File: src/rtl/instruction_sequencer.sv
// Control-unit front end: T-state/M-cycle sequencing, instruction register,
// one-hot opcode field decode, IME handling and interrupt-dispatch entry.
module instruction_sequencer (
    input  logic       i_Clk,
    input  logic       i_Reset,
    input  logic       i_Stall,
    input  logic [7:0] i_Data,
    input  logic       i_Fetch,
    input  logic       i_Reset_Cycle,
    input  logic       i_EI,
    input  logic       i_DI,
    input  logic       i_CB_Prefix,
    input  logic       i_Int_Request,
    output logic [3:0] o_Cycle_Step,
    output logic [7:0] o_Cycle_Count,
    output logic [7:0] o_IR,
    output logic [3:0] o_X_Active,
    output logic       o_CB_Active,
    output logic [7:0] o_Y,
    output logic [7:0] o_Z,
    output logic [3:0] o_P,
    output logic [1:0] o_Q,
    output logic       o_CB_Mode,
    output logic       o_IME,
    output logic       o_Int_Dispatch,
    output logic       o_Count_Error
);

    logic [3:0] r_step;
    logic [7:0] r_count;
    logic [7:0] r_ir;
    logic       r_cb_mode;
    logic       r_ime;
    logic       r_ei_pending;
    logic       r_int_dispatch;
    logic       r_count_error;

    logic       w_take_int;
    logic [3:0] w_x_active;

    // Interrupt entry is decided on the IME value held before this boundary.
    assign w_take_int = r_ime & i_Int_Request & ~i_CB_Prefix;

    // NOTE: all state uses non-blocking assignments so every register samples
    // the pre-edge values; later assignments in the block take priority.
    always_ff @(posedge i_Clk) begin
        if (i_Reset) begin
            r_step         <= 4'b0001;
            r_count        <= 8'h01;
            r_ir           <= 8'h00;
            r_cb_mode      <= 1'b0;
            r_ime          <= 1'b0;
            r_ei_pending   <= 1'b0;
            r_int_dispatch <= 1'b0;
            r_count_error  <= 1'b0;
        end else if (!i_Stall) begin
            r_step <= {r_step[2:0], r_step[3]};
            if (r_step[3]) begin
                if (i_Fetch) begin
                    r_count <= 8'h01;
                    if (w_take_int) begin
                        r_int_dispatch <= 1'b1;
                        r_cb_mode      <= 1'b0;
                    end else begin
                        r_ir           <= i_Data;
                        r_int_dispatch <= 1'b0;
                        r_cb_mode      <= i_CB_Prefix;
                    end
                end else if (i_Reset_Cycle) begin
                    r_count <= 8'h01;
                end else if (r_count[7]) begin
                    r_count_error <= 1'b1;
                end else begin
                    r_count <= {r_count[6:0], 1'b0};
                end

                if (i_DI) begin
                    r_ime        <= 1'b0;
                    r_ei_pending <= 1'b0;
                end else begin
                    if (i_Fetch) begin
                        if (w_take_int) begin
                            r_ime <= 1'b0;
                        end else if (r_ei_pending) begin
                            r_ime <= 1'b1;
                        end
                        r_ei_pending <= 1'b0;
                    end
                    // A fresh EI re-arms pending even if this fetch consumed it.
                    if (i_EI) begin
                        r_ei_pending <= 1'b1;
                    end
                end
            end
        end
    end

    // NOTE: combinational outputs get a default first so no path infers a latch.
    always_comb begin
        w_x_active = 4'b0001 << r_ir[7:6];
        if (r_cb_mode || r_int_dispatch) begin
            w_x_active = 4'b0000;
        end
    end

    assign o_Cycle_Step   = r_step;
    assign o_Cycle_Count  = r_count;
    assign o_IR           = r_ir;
    assign o_X_Active     = w_x_active;
    assign o_CB_Active    = r_cb_mode & ~r_int_dispatch;
    assign o_Y            = 8'h01 << r_ir[5:3];
    assign o_Z            = 8'h01 << r_ir[2:0];
    assign o_P            = 4'b0001 << r_ir[5:4];
    assign o_Q            = 2'b01 << r_ir[3];
    assign o_CB_Mode      = r_cb_mode;
    assign o_IME          = r_ime;
    assign o_Int_Dispatch = r_int_dispatch;
    assign o_Count_Error  = r_count_error;

endmodule
File: config.mk
export PLATFORM = sky130hd
export DESIGN_NAME = instruction_sequencer
export DESIGN_NICKNAME = d
export VERILOG_FILES = /design/src/rtl/instruction_sequencer.sv
export SDC_FILE = /design/constraint.sdc
export NUM_CORES = 1
export LEC_CHECK = 0
export CELL_PAD_IN_SITES_DETAIL_PLACEMENT = 1
export CELL_PAD_IN_SITES_GLOBAL_PLACEMENT = 1
export CORE_MARGIN = 2
export CORE_UTILIZATION = 24
export DETAILED_ROUTE_END_ITERATION = 12
export PLACE_DENSITY = 0.73
export RECOVER_POWER = 100
export SYNTH_ARGS = -nofsm -noshare
export SYNTH_HDL_FRONTEND = slang
export SYNTH_SLANG_ARGS = --single-unit
export TNS_END_PERCENT = 30
File: constraint.sdc
create_clock -name i_Clk -period 0.9 [get_ports i_Clk]
set_input_delay 0.18 -clock i_Clk [delete_from_list [all_inputs] [get_ports i_Clk]]
set_output_delay 0.18 -clock i_Clk [all_outputs]
set_load 0.01 [all_outputs]
# Word level (Yosys, flattened, before mapping)
# Cells that the tools add are included.
[op_classes] bitwise=9 eq_ne=1 n_shift=5 reduce_logical=11 order_cmp=0 div_mod_pow=0 mul=0 n_mux=13 add_sub_neg=0
[op_table] operator="$mux W8" count=3
[op_table] operator="$shl A1 B3 Y8 const A" count=2
[op_table] operator="$mux W1" count=9
[op_table] operator="$reduce_and A3 Y1" count=3
[op_table] operator="$reduce_and A4 Y1" count=2
[op_table] operator="$shl A1 B2 Y4 const A" count=2
[op_table] operator="$not A1 Y1" count=6
[op_table] operator="$reduce_bool A3 Y1" count=2
[op_table] operator="$reduce_and A5 Y1" count=1
[op_table] operator="$mux W4" count=1
[op_table] operator="$and A1 B1 Y1" count=3
[op_table] operator="$ne A3 B3 Y1 const B" count=1
[op_table] operator="$reduce_and A2 Y1" count=1
[op_table] operator="$reduce_bool A2 Y1" count=1
[op_table] operator="$shl A1 B1 Y2 const A" count=1
[op_table] operator="$logic_or A1 B1 Y1" count=1
[word_totals] romBits=0 n_memories=0 output_inout_bits=51 latchBits=0 mem_bits_rw=0 regBits=25 in_bits=17 word_cells=48

# Logic depth before layout (Yosys ltp)
[depth] word_depth=5 ltp_mapped=5 depth_no_buf=3

# Worst setup path after synthesis
# No wires, ideal clock.
[synth_path] path_kind="register to output" start="reg r_ir[5], in the netlist o_IR[5]" end="out o_Y[4]" stages_incl_launch_ff=3 path_slack_ns=-0.239 t_required_ns=0.720 t_arrival_ns=0.959 n_path_buf=0 path_cell_list="dfxtp_1 > nor2b_1 > and2_1"
[synth_between] elab_chain_len=1
[synth_rtl] item="start: declaration" line_no="31" source="logic [7:0] r_ir;"
[synth_rtl] item="start signal: assignment" line_no="65" source="r_ir <= i_Data;"
[synth_rtl] item="$shl A1 B3 Y8" line_no="111" source="assign o_Y = 8'h01 << r_ir[5:3];"
[synth_rtl] item="end: declaration" line_no="19" source="output logic [7:0] o_Y,"
# Every way passes these cells.

# Final worst setup path
[layout_path] start="reg r_ir[0], in the netlist o_IR[0]" end="out o_Z[0]"
[layout_between] elab_chain_len=1
[layout_rtl] item="$shl A1 B3 Y8" line_no="112" source="assign o_Z = 8'h01 << r_ir[2:0];"
[layout_rtl] item="end: declaration" line_no="20" source="output logic [7:0] o_Z,"
# Every way passes these cells.

==> impl_results.md <==
* Result of the run: finished with violations
* Failing checks: setup timing
* Fraction of final layout cells sized beyond drive strength 1 at 65.9%
* Category of the critical setup timing path: reg -> out
* Overall die area at 5700 sq um
* Start point of the worst hold path: i_CB_Prefix
* Critical path depth at 3
* Endpoint of the most critical register-to-register path: o_Cycle_Count[4]$_SDFFE_PP0P_
* Routed length per placed instance at approximately 14 microns
* Transition time at the pin with the least slew margin at 0.328 ns
* Gp weighted congestion at about 0.7
* Wire length on met3 at 231 microns
* Clock sink count at 25
* Via count of the first global-routing pass at 1474
* Combined global-route utilization of all metal layers at ~16%
* DIE HEIGHT at about 75 microns
* Number of buffers added on ports at 67
* Worst EP required at 0.72 ns
* Max-slew violation count at 0
* Aggregate negative setup slack at -13.91 ns
* Sequential area share after synthesis at 40.8%
* Signed area change from the synthesized netlist to the final layout at 113%
* Combinational fraction of design power at about an eighth
* Total number of yosys warnings at 0
* Final worst clock skew at 0.00645 ns
* Via count normalized by instance count at 4.51
* Clock latency reported for the late side of the worst-skew pair at about 0.28 ns
* Crit path buf inv count at 2
* Type of the most critical hold path: in -> reg
* Count of unresolved DRC violations after routing at 0
* Setup WS post-layout at -0.400 ns
* Peak supply drop at 0.535 mV
* Post-CTS clock slew at the launch and capture registers of the worst setup and hold paths at 0.09 ns
* Post-layout nets at 270
* Core area at 5010 sq um
* Mean cell area of the mapped netlist at 8.82 sq um
* Starting density of the core at roughly a quarter
* Synth cell types at 34
* RSZ-0062 raised after global routing: yes
* Multi-input gate area at 847 sq um
* Kind of start point of the critical path: flop
* FILL cells at 586
* Hold Crit Depth at 4
* Final std cell area, no fill at 2620 sq um
* Wire length of the first global-routing pass at 7160 microns
* Period utilization at 144%
* Max_cap viols at 0
* Worst slack on hold paths at roughly 0.36 ns
* Post-Syn Instances at 139
* Hold Path End: o_CB_Mode$_SDFFE_PP0P_
* Switching share of power at 24.6%
* Critical path endpoint category: output port
* Number of top-level design ports at 68
* Via Count at 1452
* Cell area after synthesis at 1230 sq um
* Clock tree from TritonCTS: done
* Post-placement setup slack at -0.625 ns
* Cell row count at 26
* Clock Root Buffer: clkbuf_8
* Antenna diode instance count at 0
* Number of buffers on the longest clock path at 2
* Horiz. Die Dim at 75.5 microns
* Maximum fanout count along the critical path at 4
* DR pass1 iterations at 4
* Flip-flop and latch area at between 500 and 600 sq um
* Fin util at 52.2%
* Synth Net Count at 156
* Maximum frequency from static timing analysis at 769 MHz
* Sequential power share at 53.4%
* Number of buffers inserted for hold repair after clock tree synthesis at 0
* Switching power of the nets at between 500 and 600 uW
* Post-placement cell count at around 300
* Delay-heaviest family, CP: flip-flops
* Pwr Density at 785 nW/um^2
* Hold violation total from the final report at 0
* Portion of total power attributed to the clock network at 33.5%
* Headroom to the max-slew limit at 78.1%
* R2R setup slack at -0.19 ns
* Int Pwr at between 1.5 and 2 mW
* Drt first-iter violations at 24
* Routed metal-1 wirelength at around 2000 microns
* Minimum period implied by the final worst setup slack at roughly 1.3 ns
* Count of H-tree levels built during CTS at 1
* Count of placed standard cells in the final layout, fillers left out at 322
* Placed Instance Area at approximately 2300 sq um
* Length of routed met2 wiring at ~2400 microns
* Top sig layer: met4
* Arr. time, crit path at 1.12 ns
* Total power consumption of the routed design at 2.06 mW
* Total wire length at 4660 microns
* Worst-path cell with the longest stage delay: dfxtp_4
* Launch point of the worst reg-to-reg path: o_Cycle_Count[7]$_SDFFE_PP0P_
* Logic depth of the worst register-to-register path at 3
* Total congestion overflow after global routing at 0
* # setup viols final at 70
* Number of antenna violations at the first check in global routing at 0
* Detailed Place HPWL at ~3100 microns
* P_leak at 1.16 nW
* Slowest Stage Delay on Critical Path at 0.37 ns
* Maximum number of pins on one net before global-route repair at 15
* Cells along the critical path: buf_6 -> nor3_4 -> buf_2
* Total CTS buffers at 3
* ANT nets after route at 0
* Flops & latches, synth at 25
## cells in the mapped netlist (all sizes together)
cell type  instances  area, sq um
dfxtp             25          500
nand2             18         67.6
mux2i             12          120
nor2              11         57.6
a21oi             10         50.1
o21ai              9         45.0
and2               6         37.5
nand3              6         30.0
nor3b              6         61.3
buf                5         33.8
clkbuf             4         15.0
nor2b              4         32.5
nor3               4         20.0
and3               3         20.0
and3b              3         26.3
nand2b             2         12.5
nand3b             2         27.5
nor4b              2         17.5
a211oi             1         12.5
a31oi              1         6.26
a32oi              1         8.76
clkinv             1         3.75
inv                1         3.75
nor4               1         6.26
nor4bb             1         10.0
## routing by layer
layer	GRT usage, %	up-vias
met1	21.2	693
met5	0	-
met4	4.09	0
met3	1.72	3
li1	-	710
met2	28.0	46
## cell families (layout without fill, tap and decap cells)
logic type	after synthesis	count (layout)	share of synthesized area, %
buffers and inverters	11	124	4.59
AOI/OAI and AO/OA	22	22	10.0
muxes	12	12	9.80
DFF	25	25	40.8
and+or+nand+nor	69	69	34.8
## state kept, by name (all words and copies together), names as in the netlist
register / cells
o_CB_Mode: 1
o_Count_Error: 1
o_Cycle_Count: 8
o_Cycle_Step: 4
o_IME: 1
o_IR: 8
o_Int_Dispatch: 1
r_ei_pending: 1
## final cells by class
class | instances | area share (%)
timing repair buffer | 118 | 40.6
multi-input combinational | 103 | 32.4
sequential | 25 | 21.5
tap | 70 | 3.35
clock buffer | 3 | 1.58
inverter | 2 | 0.430
clock inverter | 1 | 0.191
## power groups by stage
| stage | logic (mW) | registers [mW] | clock network [mW] |
|---|---|---|---|
| 6_report | 0.269 | 1.10 | 0.689 |
| 5_1_grt | 0.293 | 1.10 | 0.754 |
| 4_1_cts | 0.265 | 1.10 | 0.694 |
| 3_5_place_dp | 0.263 | 1.14 | 0 |
| 3_3_place_gp | 0.260 | 1.14 | 0 |
| 2_1_floorplan | 0.0856 | 1.15 | 0 |
## cell usage in the layout, fill, tap and decap left out, types with 2 or more instances in the layout
cell type	instances
o21ai_2	2
nor3b_4	5
clkinv_2	2
mux2i_1	12
nor2b_4	3
buf_4	27
clkbuf_8	3
nand2_1	17
clkdlybuf4s50_1	11
a21oi_1	7
o21ai_1	5
dfxtp_2	11
nand3_1	5
dfxtp_4	13
a21oi_2	3
o21ai_0	2
dlygate4sd2_1	5
and3b_1	2
buf_2	20
nor3_2	2
nor2_1	9
nand2b_1	2
buf_6	53
and2_4	6
## worst register-to-register path, delay by kind of cell (launching register included)
family / cells / cell delay (ns)
simple gates: 2 / 0.49
flops: 1 / 0.39
compound gates: 1 / 0.15
## timing repair
| item | in CTS | in global routing |
|---|---|---|
| resized for setup | 274 | 30 |
| buffers inserted | 13 | 7 |
| cloned | 0 | 0 |
| setup endpoints to repair | 76 | 71 |
| pin swaps | 13 | 10 |
## worst max-delay path by stage
stage	slack [ns]	end	startpoint
floorplan	-0.08	o_IR[0]$_SDFFE_PP0P_	o_IME$_SDFFE_PP0P_
global placement	-0.56	o_Cycle_Count[2]$_SDFFE_PP0P_	i_Stall
detailed placement	-0.63	o_Cycle_Count[6]$_SDFFE_PP0P_	i_Stall
CTS	-0.39	o_Y[2]	o_IR[5]$_SDFFE_PP0P_
global route	-0.46	o_Z[4]	o_IR[2]$_SDFFE_PP0P_
finish	-0.40	o_Z[0]	o_IR[0]$_SDFFE_PP0P_
Note: power is estimated with default switching activity, not from simulation.
